<file path="config.mk">
export PLATFORM = sky130hd
export DESIGN_NAME = rule_packer_gen_flat
export DESIGN_NICKNAME = d
export VERILOG_FILES = /design/src/rtl/rule_packer_pkg.sv /design/src/rtl/rule_packer_if.sv /design/src/rtl/rule_packer_out_reg.sv /design/src/rtl/rule_packer_gen.sv /design/src/flat_wrapper.sv
export SDC_FILE = /design/constraint.sdc
export NUM_CORES = 2
export LEC_CHECK = 0
export CAP_MARGIN = 20
export CORE_MARGIN = 5
export CORE_UTILIZATION = 57
export DETAILED_ROUTE_END_ITERATION = 8
export GPL_ROUTABILITY_DRIVEN = 0
export PLACE_DENSITY = 0.84
export SYNTH_ARGS = -nofsm -noshare
export SYNTH_HDL_FRONTEND = slang
export SYNTH_SLANG_ARGS = --single-unit
export TNS_END_PERCENT = 100
</file>
<file path="constraint.sdc">
create_clock -name clk -period 3.5 [get_ports clk]
set_input_delay 0.7 -clock clk [delete_from_list [all_inputs] [get_ports clk]]
set_output_delay 0.7 -clock clk [all_outputs]
set_load 0.005 [all_outputs]
</file>
<file path="src/rtl/rule_packer_pkg.sv">
// Shared helpers for the rule packer: configuration legality and the
// empty-byte count of an output word that ends a packet.
package rule_packer_pkg;

  localparam int unsigned MIN_RATIO = 2;

  function automatic bit cfg_ok(input int unsigned in_w, input int unsigned out_w);
    if (in_w == 0 || (in_w % 8) != 0) return 1'b0;
    return ((out_w % in_w) == 0) && ((out_w / in_w) >= MIN_RATIO);
  endfunction

  // Unused bytes when the last written lane is 'lane' and that beat carried in_empty.
  function automatic int unsigned eop_empty(input int unsigned lane, input int unsigned in_empty,
                                            input int unsigned ratio, input int unsigned in_w);
    return (ratio - 1 - lane) * (in_w / 8) + in_empty;
  endfunction

endpackage

</file>
<file path="src/rtl/rule_packer_if.sv">
// Narrow input stream, wide output stream and protocol status of the rule packer.
// master = surrounding logic (source + sink), slave = the packer.
interface rule_packer_if #(
  parameter int unsigned IN_W  = 128,
  parameter int unsigned OUT_W = 512
);
  localparam int unsigned IN_EW  = $clog2(IN_W / 8);
  localparam int unsigned OUT_EW = $clog2(OUT_W / 8);

  logic              in_sop;
  logic              in_eop;
  logic [IN_EW-1:0]  in_empty;
  logic              in_valid;
  logic [IN_W-1:0]   in_data;
  logic              in_ready;
  logic              out_sop;
  logic              out_eop;
  logic [OUT_EW-1:0] out_empty;
  logic              out_valid;
  logic [OUT_W-1:0]  out_data;
  logic              out_ready;
  logic              proto_err;

  modport master (
    output in_sop, in_eop, in_empty, in_valid, in_data, out_ready,
    input  in_ready, out_sop, out_eop, out_empty, out_valid, out_data, proto_err
  );

  modport slave (
    input  in_sop, in_eop, in_empty, in_valid, in_data, out_ready,
    output in_ready, out_sop, out_eop, out_empty, out_valid, out_data, proto_err
  );

endinterface

</file>
<file path="src/rtl/rule_packer_out_reg.sv">
// One-entry valid/ready register carrying a word with sop/eop/empty sideband.
// Used both as the output stage and as the pending slot behind it.
module rule_packer_out_reg #(
  parameter int unsigned DATA_W  = 512,
  parameter int unsigned EMPTY_W = 6
) (
  input  logic               clk,
  input  logic               rst,
  input  logic               s_valid_i,
  input  logic [DATA_W-1:0]  s_data_i,
  input  logic               s_sop_i,
  input  logic               s_eop_i,
  input  logic [EMPTY_W-1:0] s_empty_i,
  input  logic               m_ready_i,
  output logic               m_valid_o,
  output logic [DATA_W-1:0]  m_data_o,
  output logic               m_sop_o,
  output logic               m_eop_o,
  output logic [EMPTY_W-1:0] m_empty_o
);

  logic               valid_q;
  logic [DATA_W-1:0]  data_q;
  logic               sop_q;
  logic               eop_q;
  logic [EMPTY_W-1:0] empty_q;
  logic               load_en;

  // The slot may take a new word whenever it is empty or its word is leaving.
  assign load_en = !valid_q || m_ready_i;

  always_ff @(posedge clk) begin
    if (rst) begin
      valid_q <= 1'b0;
      data_q  <= '0;
      sop_q   <= 1'b0;
      eop_q   <= 1'b0;
      empty_q <= '0;
    end else if (load_en) begin
      valid_q <= s_valid_i;
      if (s_valid_i) begin
        data_q  <= s_data_i;
        sop_q   <= s_sop_i;
        eop_q   <= s_eop_i;
        empty_q <= s_empty_i;
      end
    end
  end

  assign m_valid_o = valid_q;
  assign m_data_o  = data_q;
  assign m_sop_o   = sop_q;
  assign m_eop_o   = eop_q;
  assign m_empty_o = empty_q;

endmodule

</file>
<file path="src/rtl/rule_packer_gen.sv">
// Width-up packer: gathers IN_W beats into OUT_W words, flushing on eop or a missing eop.
// Optional RULE_PACKER_STATS_EN adds stat_pkts/stat_beats output transfer counters.
module rule_packer_gen
  import rule_packer_pkg::*;
#(
  parameter int unsigned IN_W  = 128,
  parameter int unsigned OUT_W = 512
) (
  input  logic                clk,
  input  logic                rst,
  rule_packer_if.slave        bus
`ifdef RULE_PACKER_STATS_EN
  ,
  output logic [31:0]         stat_pkts,
  output logic [31:0]         stat_beats
`endif
);

  localparam int unsigned RATIO  = OUT_W / IN_W;
  localparam int unsigned OUT_EW = $clog2(OUT_W / 8);
  localparam int unsigned LW     = (RATIO > 1) ? $clog2(RATIO) : 1;
  localparam logic [LW-1:0] LAST_LANE = LW'(RATIO - 1);

  if (!cfg_ok(IN_W, OUT_W)) begin : g_bad_cfg
    $error("rule_packer_gen: IN_W must be a multiple of 8 and OUT_W a multiple >= 2 of IN_W");
  end

  logic [LW-1:0]     lane_q, lane_d;
  logic [OUT_W-1:0]  acc_q, acc_d, word;
  logic              acc_sop_q, acc_sop_d;
  logic              in_pkt_q, in_pkt_d;
  logic              err_q, err_d;
  logic              in_ready, in_acc, flush, complete, out_s_ready;
  logic              o_s_valid, o_s_sop, o_s_eop;
  logic [OUT_W-1:0]  o_s_data;
  logic [OUT_EW-1:0] o_s_empty;
  logic              p_s_valid, p_valid, p_sop, p_eop;
  logic [OUT_W-1:0]  p_s_data, p_data;
  logic [OUT_EW-1:0] p_s_empty, p_empty;

  assign out_s_ready  = !bus.out_valid || bus.out_ready;
  assign in_ready     = out_s_ready && !p_valid;
  assign bus.in_ready = in_ready;
  assign in_acc       = bus.in_valid && in_ready;

  always_comb begin
    word      = acc_q | (OUT_W'(bus.in_data) << (lane_q * IN_W));
    flush     = in_acc && bus.in_sop && in_pkt_q && (lane_q != '0);
    complete  = in_acc && ((lane_q == LAST_LANE) || bus.in_eop);
    lane_d    = lane_q;
    acc_d     = acc_q;
    acc_sop_d = acc_sop_q;
    in_pkt_d  = in_pkt_q;
    err_d     = err_q;
    o_s_valid = 1'b0;
    o_s_data  = word;
    o_s_sop   = acc_sop_q || bus.in_sop;
    o_s_eop   = bus.in_eop;
    o_s_empty = bus.in_eop ? OUT_EW'(eop_empty(32'(lane_q), 32'(bus.in_empty), RATIO, IN_W)) : '0;
    p_s_valid = 1'b0;
    p_s_data  = OUT_W'(bus.in_data);
    p_s_empty = OUT_EW'(eop_empty(0, 32'(bus.in_empty), RATIO, IN_W));
    if (in_acc) begin
      if (bus.in_sop && in_pkt_q) err_d = 1'b1;
      if (bus.in_eop) in_pkt_d = 1'b0;
      else if (bus.in_sop) in_pkt_d = 1'b1;
      if (flush) begin
        // Close the orphaned partial word; the sop beat starts a fresh word,
        // parked in the pending slot if it is also a complete packet.
        o_s_valid = 1'b1;
        o_s_data  = acc_q;
        o_s_sop   = acc_sop_q;
        o_s_eop   = 1'b1;
        o_s_empty = OUT_EW'(eop_empty(32'(lane_q) - 32'd1, 0, RATIO, IN_W));
        p_s_valid = bus.in_eop;
        acc_d     = bus.in_eop ? '0 : OUT_W'(bus.in_data);
        lane_d    = bus.in_eop ? '0 : LW'(1);
        acc_sop_d = !bus.in_eop;
      end else if (complete) begin
        o_s_valid = 1'b1;
        lane_d    = '0;
        acc_d     = '0;
        acc_sop_d = 1'b0;
      end else begin
        acc_d     = word;
        lane_d    = lane_q + 1'b1;
        acc_sop_d = acc_sop_q || bus.in_sop;
      end
    end
    if (p_valid) begin
      o_s_valid = 1'b1;
      o_s_data  = p_data;
      o_s_sop   = p_sop;
      o_s_eop   = p_eop;
      o_s_empty = p_empty;
    end
  end

  always_ff @(posedge clk) begin
    if (rst) begin
      lane_q    <= '0;
      acc_q     <= '0;
      acc_sop_q <= 1'b0;
      in_pkt_q  <= 1'b0;
      err_q     <= 1'b0;
    end else begin
      lane_q    <= lane_d;
      acc_q     <= acc_d;
      acc_sop_q <= acc_sop_d;
      in_pkt_q  <= in_pkt_d;
      err_q     <= err_d;
    end
  end

  assign bus.proto_err = err_q;

  rule_packer_out_reg #(.DATA_W(OUT_W), .EMPTY_W(OUT_EW)) u_out (
    .clk       (clk),
    .rst       (rst),
    .s_valid_i (o_s_valid),
    .s_data_i  (o_s_data),
    .s_sop_i   (o_s_sop),
    .s_eop_i   (o_s_eop),
    .s_empty_i (o_s_empty),
    .m_ready_i (bus.out_ready),
    .m_valid_o (bus.out_valid),
    .m_data_o  (bus.out_data),
    .m_sop_o   (bus.out_sop),
    .m_eop_o   (bus.out_eop),
    .m_empty_o (bus.out_empty)
  );

  rule_packer_out_reg #(.DATA_W(OUT_W), .EMPTY_W(OUT_EW)) u_pend (
    .clk       (clk),
    .rst       (rst),
    .s_valid_i (p_s_valid),
    .s_data_i  (p_s_data),
    .s_sop_i   (1'b1),
    .s_eop_i   (1'b1),
    .s_empty_i (p_s_empty),
    .m_ready_i (out_s_ready),
    .m_valid_o (p_valid),
    .m_data_o  (p_data),
    .m_sop_o   (p_sop),
    .m_eop_o   (p_eop),
    .m_empty_o (p_empty)
  );

`ifdef RULE_PACKER_STATS_EN
  logic [31:0] pkts_q, beats_q;

  always_ff @(posedge clk) begin
    if (rst) begin
      pkts_q  <= '0;
      beats_q <= '0;
    end else if (bus.out_valid && bus.out_ready) begin
      beats_q <= beats_q + 32'd1;
      if (bus.out_eop) pkts_q <= pkts_q + 32'd1;
    end
  end

  assign stat_pkts  = pkts_q;
  assign stat_beats = beats_q;
`endif

endmodule

</file>
<file path="src/flat_wrapper.sv">
// flat-port wrapper written by rule: the top's interface ports become plain ports
module rule_packer_gen_flat import rule_packer_pkg::*;
#(
  parameter int unsigned IN_W  = 128,
  parameter int unsigned OUT_W = 512
)
  (clk, rst, bus_in_sop, bus_in_eop, bus_in_empty, bus_in_valid, bus_in_data, bus_out_ready, bus_in_ready, bus_out_sop, bus_out_eop, bus_out_empty, bus_out_valid, bus_out_data, bus_proto_err);
  rule_packer_if #(.IN_W(IN_W), .OUT_W(OUT_W)) bus_i ();
  input  logic clk;
  input  logic rst;
  input wire logic [$bits(bus_i.in_sop)-1:0] bus_in_sop;
  input wire logic [$bits(bus_i.in_eop)-1:0] bus_in_eop;
  input wire logic [$bits(bus_i.in_empty)-1:0] bus_in_empty;
  input wire logic [$bits(bus_i.in_valid)-1:0] bus_in_valid;
  input wire logic [$bits(bus_i.in_data)-1:0] bus_in_data;
  input wire logic [$bits(bus_i.out_ready)-1:0] bus_out_ready;
  output wire logic [$bits(bus_i.in_ready)-1:0] bus_in_ready;
  output wire logic [$bits(bus_i.out_sop)-1:0] bus_out_sop;
  output wire logic [$bits(bus_i.out_eop)-1:0] bus_out_eop;
  output wire logic [$bits(bus_i.out_empty)-1:0] bus_out_empty;
  output wire logic [$bits(bus_i.out_valid)-1:0] bus_out_valid;
  output wire logic [$bits(bus_i.out_data)-1:0] bus_out_data;
  output wire logic [$bits(bus_i.proto_err)-1:0] bus_proto_err;
  assign bus_i.in_sop = bus_in_sop;
  assign bus_i.in_eop = bus_in_eop;
  assign bus_i.in_empty = bus_in_empty;
  assign bus_i.in_valid = bus_in_valid;
  assign bus_i.in_data = bus_in_data;
  assign bus_i.out_ready = bus_out_ready;
  assign bus_in_ready = bus_i.in_ready;
  assign bus_out_sop = bus_i.out_sop;
  assign bus_out_eop = bus_i.out_eop;
  assign bus_out_empty = bus_i.out_empty;
  assign bus_out_valid = bus_i.out_valid;
  assign bus_out_data = bus_i.out_data;
  assign bus_proto_err = bus_i.proto_err;
  rule_packer_gen #(.IN_W(IN_W), .OUT_W(OUT_W)) u_core (.clk(clk), .rst(rst), .bus(bus_i));
endmodule
</file>
==> run_results.csv <==
group,metric,value,unit
status,status,"finished clean",
timing,worst_pin_slew,1130,ps
timing,hold_viol_final,0,
logic_synthesis,syn-num-nets,4611,
global_route,grt_pass1_wl,203,mm
global_route,grt_usage,0.315,
logic_synthesis,syn_area,41700,um^2
timing,min_period_over_period,0.924,
cells_and_area,fin_area,52500,um^2
cells_and_area,regArea,23500,um^2
routing,drtAntennaViolNets,0,
setup_path,worst_path_max_delay_cell,"buf_4",
setup_path,end_kind,"output port",
floorplan,die_w,280,um
global_route,overflow,0,
timing,finClkSkew,35.3,ps
placed_design,io_buffers,660,
timing,slew_headroom,0.245,
power,ir_worst_vdd,0.000478,V
logic_synthesis,synth_adder_area_share,0.000600,
floorplan,core_area,72700,um^2
floorplan,ios,661,
routing,vias,36500,
clock_network,ctsHoldBuffers,0,
floorplan,die_area,78600,um^2
timing,min_period,3240,ps
logic_synthesis,synthXorXnorAreaFrac,0,
logic_synthesis,synth-seq-cells,1172,
setup_path,worstPathRequired,2800,ps
logic_synthesis,yosys.area_share.simple,0.0648,
floorplan,rows,99,
routing,route.detailed.drc,0,
clock_network,postCtsSetupRepairBufs,0,
job,max_cap_viol_count,0,
setup_path,path_max_fanout,45,
cells_and_area,syn_to_final_growth,25.9,%
min_path,hold_class,"in2reg",
timing,max_freq,309,MHz
global_route,grt_pass1_vias,35500,
global_route,antenna_found_initial,2,
cells_and_area,final_cell_mix,"dfxtp_1 (1171), a21oi_1 (1166), clkdlybuf4s50_1 (659)",
routing,firstDrtPassIters,6,
routing,via_per_inst,6.19,
logic_synthesis,synth_top_family_by_area,"compound AO/OA/AOI/OAI gates",
logic_synthesis,synth.avg_cell_area,9.32,um^2
clock_network,cts_htree_levels,3,
setup_path,worstPathArrival,2540,ps
placed_design,dp_hpwl,79.3,mm
power,p_leak,17.4,nW
clock_network,path_clk_slew,70,ps
logic_synthesis,yosysSeqAreaShare,0.563,
timing,final.setup.tns,0,ps
clock_network,clk_path_buf_depth,3,
logic_synthesis,synth_compound_area_frac,0.284,
cells_and_area,layout-drive-gt1-share,0.0622,
power,power_density,550,nW/um^2
logic_synthesis,synth-edff-count,0,
setup_path,crit_type,"reg2out",
logic_synthesis,syn_inst,4471,
cells_and_area,layout_commonest_cell,"dfxtp_1",
cells_and_area,fillers,5083,
global_route,grt_max_degree,135,
timing,setup_viol,0,
setup_path,crit_path_max_incr_delay,630,ps
setup_path,critPathBufInv,2,
clock_network,clkSinkCount,1172,
floorplan,die_h,280,um
logic_synthesis,muxShareOfSynthArea,0.0310,
setup_path,path_cells,"buf_4, nor2_1, clkdlybuf4s50_1",
logic_synthesis,synthArstFlopShare,0,
cells_and_area,multi_input_area,16000,um^2
routing,drtIter0Drc,3778,
routing,routed_wl,132,mm
clock_network,cts_resized,0,
clock_network,clock-root-buffer,"clkbuf_16",
clock_network,cts_made_buffers,112,
cells_and_area,layout.nets,4979,
logic_synthesis,yosys_warnings,0,
timing,rsz0062_at_grt,"false",
placed_design,placed_area,48600,um^2
floorplan,start_util,0.573,
setup_path,critPathTopFamily,"buffers and inverters",
logic_synthesis,yosysUniqueCellTypes,39,
logic_synthesis,synth_top_flop_cell,"dfxtp_1",
timing,maxSlewViolCount,0,
routing,wl_per_cell,22.4,um
clock_network,cts_tree,"done",
setup_path,crit_path_start_kind,"flop",
clock_network,clk-insertion-delay-late,680,ps
-- worst paths after layout --
kind,depth (start not counted),slack [ps],from,endpoint
max reg2reg,6,440,u_core.lane_q[0],u_core.u_out.m_data_o[192]
min,2,290,rst,u_core.u_pend.m_valid_o
min reg2reg,2,450,u_core.u_pend.m_data_o[5],u_core.u_pend.m_data_o[5]
max,3,260,u_core.u_pend.m_valid_o,bus_in_ready
-- power breakdown --
part	internal (mW)	total, mW	switching [mW]	leakage (nW)
clock network	7.51	12.7	5.19	1.92
logic	0.852	2.26	1.41	5.97
registers	13.7	13.9	0.213	9.49
total	22.0	28.9	6.82	17.4
-- sequential cells by signal (all words and copies together), names as in the netlist --
signal	count
u_core.u_pend.m_empty_o	5
u_core.u_pend.m_data_o	128
u_core.u_pend.m_valid_o	1
u_core.bus.proto_err	1
u_core.u_out.m_valid_o	1
u_core.in_pkt_q	1
u_core.acc_q	512
u_core.u_out.m_eop_o	1
u_core.acc_sop_q	1
u_core.lane_q	2
u_core.u_out.m_data_o	512
u_core.u_out.m_empty_o	6
u_core.u_out.m_sop_o	1
-- layout make-up --
class                   instances  area share
diodes                          2   0.0000953
clock buffers                 167      0.0639
clock inverters                40      0.0110
inverters                       5    0.000405
multi-input cells            2788       0.305
flip-flops and latches       1172       0.447
well taps                     959      0.0229
repair buffers                760       0.150
-- cell usage after synthesis (2+ instances only) --
cell       number  area [um^2]
nor3_1          4         20.0
nor2_1        398         1490
nand2b_1        4         25.0
ha_1            2         25.0
o2bb2ai_1     512         4480
or3_1           2         12.5
buf_2         131          656
buf_1          23         86.3
a311oi_1        4         35.0
or2_2           2         12.5
dfxtp_1      1172        23500
a31oi_1         5         31.3
a21oi_1      1167         5840
buf_6          34          383
a221oi_1        4         35.0
clkbuf_1      310         1160
nor2b_1         3         18.8
o21ai_0       262         1310
inv_1           5         18.8
buf_4           8         60.1
nand2_1       272         1020
mux2i_1       129         1290
a32o_1          2         20.0
-- kinds of logic after synthesis --
| logic type | count (synthesis) |
|---|---|
| buffers and inverters | 511 |
| DFF | 1172 |
| and+or+nand+nor | 693 |
| muxes | 129 |
| AOI/OAI and AO/OA | 1964 |
| adders and majority gates | 2 |
-- per-layer routing --
layer  vias to the layer above  GRT usage  share of wire
met2                      1801      0.522           0.48
met5                         -          0              0
met1                     17800      0.398           0.39
li1                      16600          -              -
met4                         0      0.123          0.039
met3                       324     0.0774          0.095
-- through the flow --
step	total power [mW]	hold WS [ps]	instances	setup slack, ps	util
finish	28.9	287	5893	264	0.722
global route	29.7	249	5893	179	0.722
CTS	28.9	243	5891	278	0.722
detailed placement	16.4	446	5684	-38.2	0.668
global placement	16.3	441	5684	85.6	0.668
floorplan	15.3	436	4471	1380	-
No activity file was read; power rests on OpenSTA's default activity.
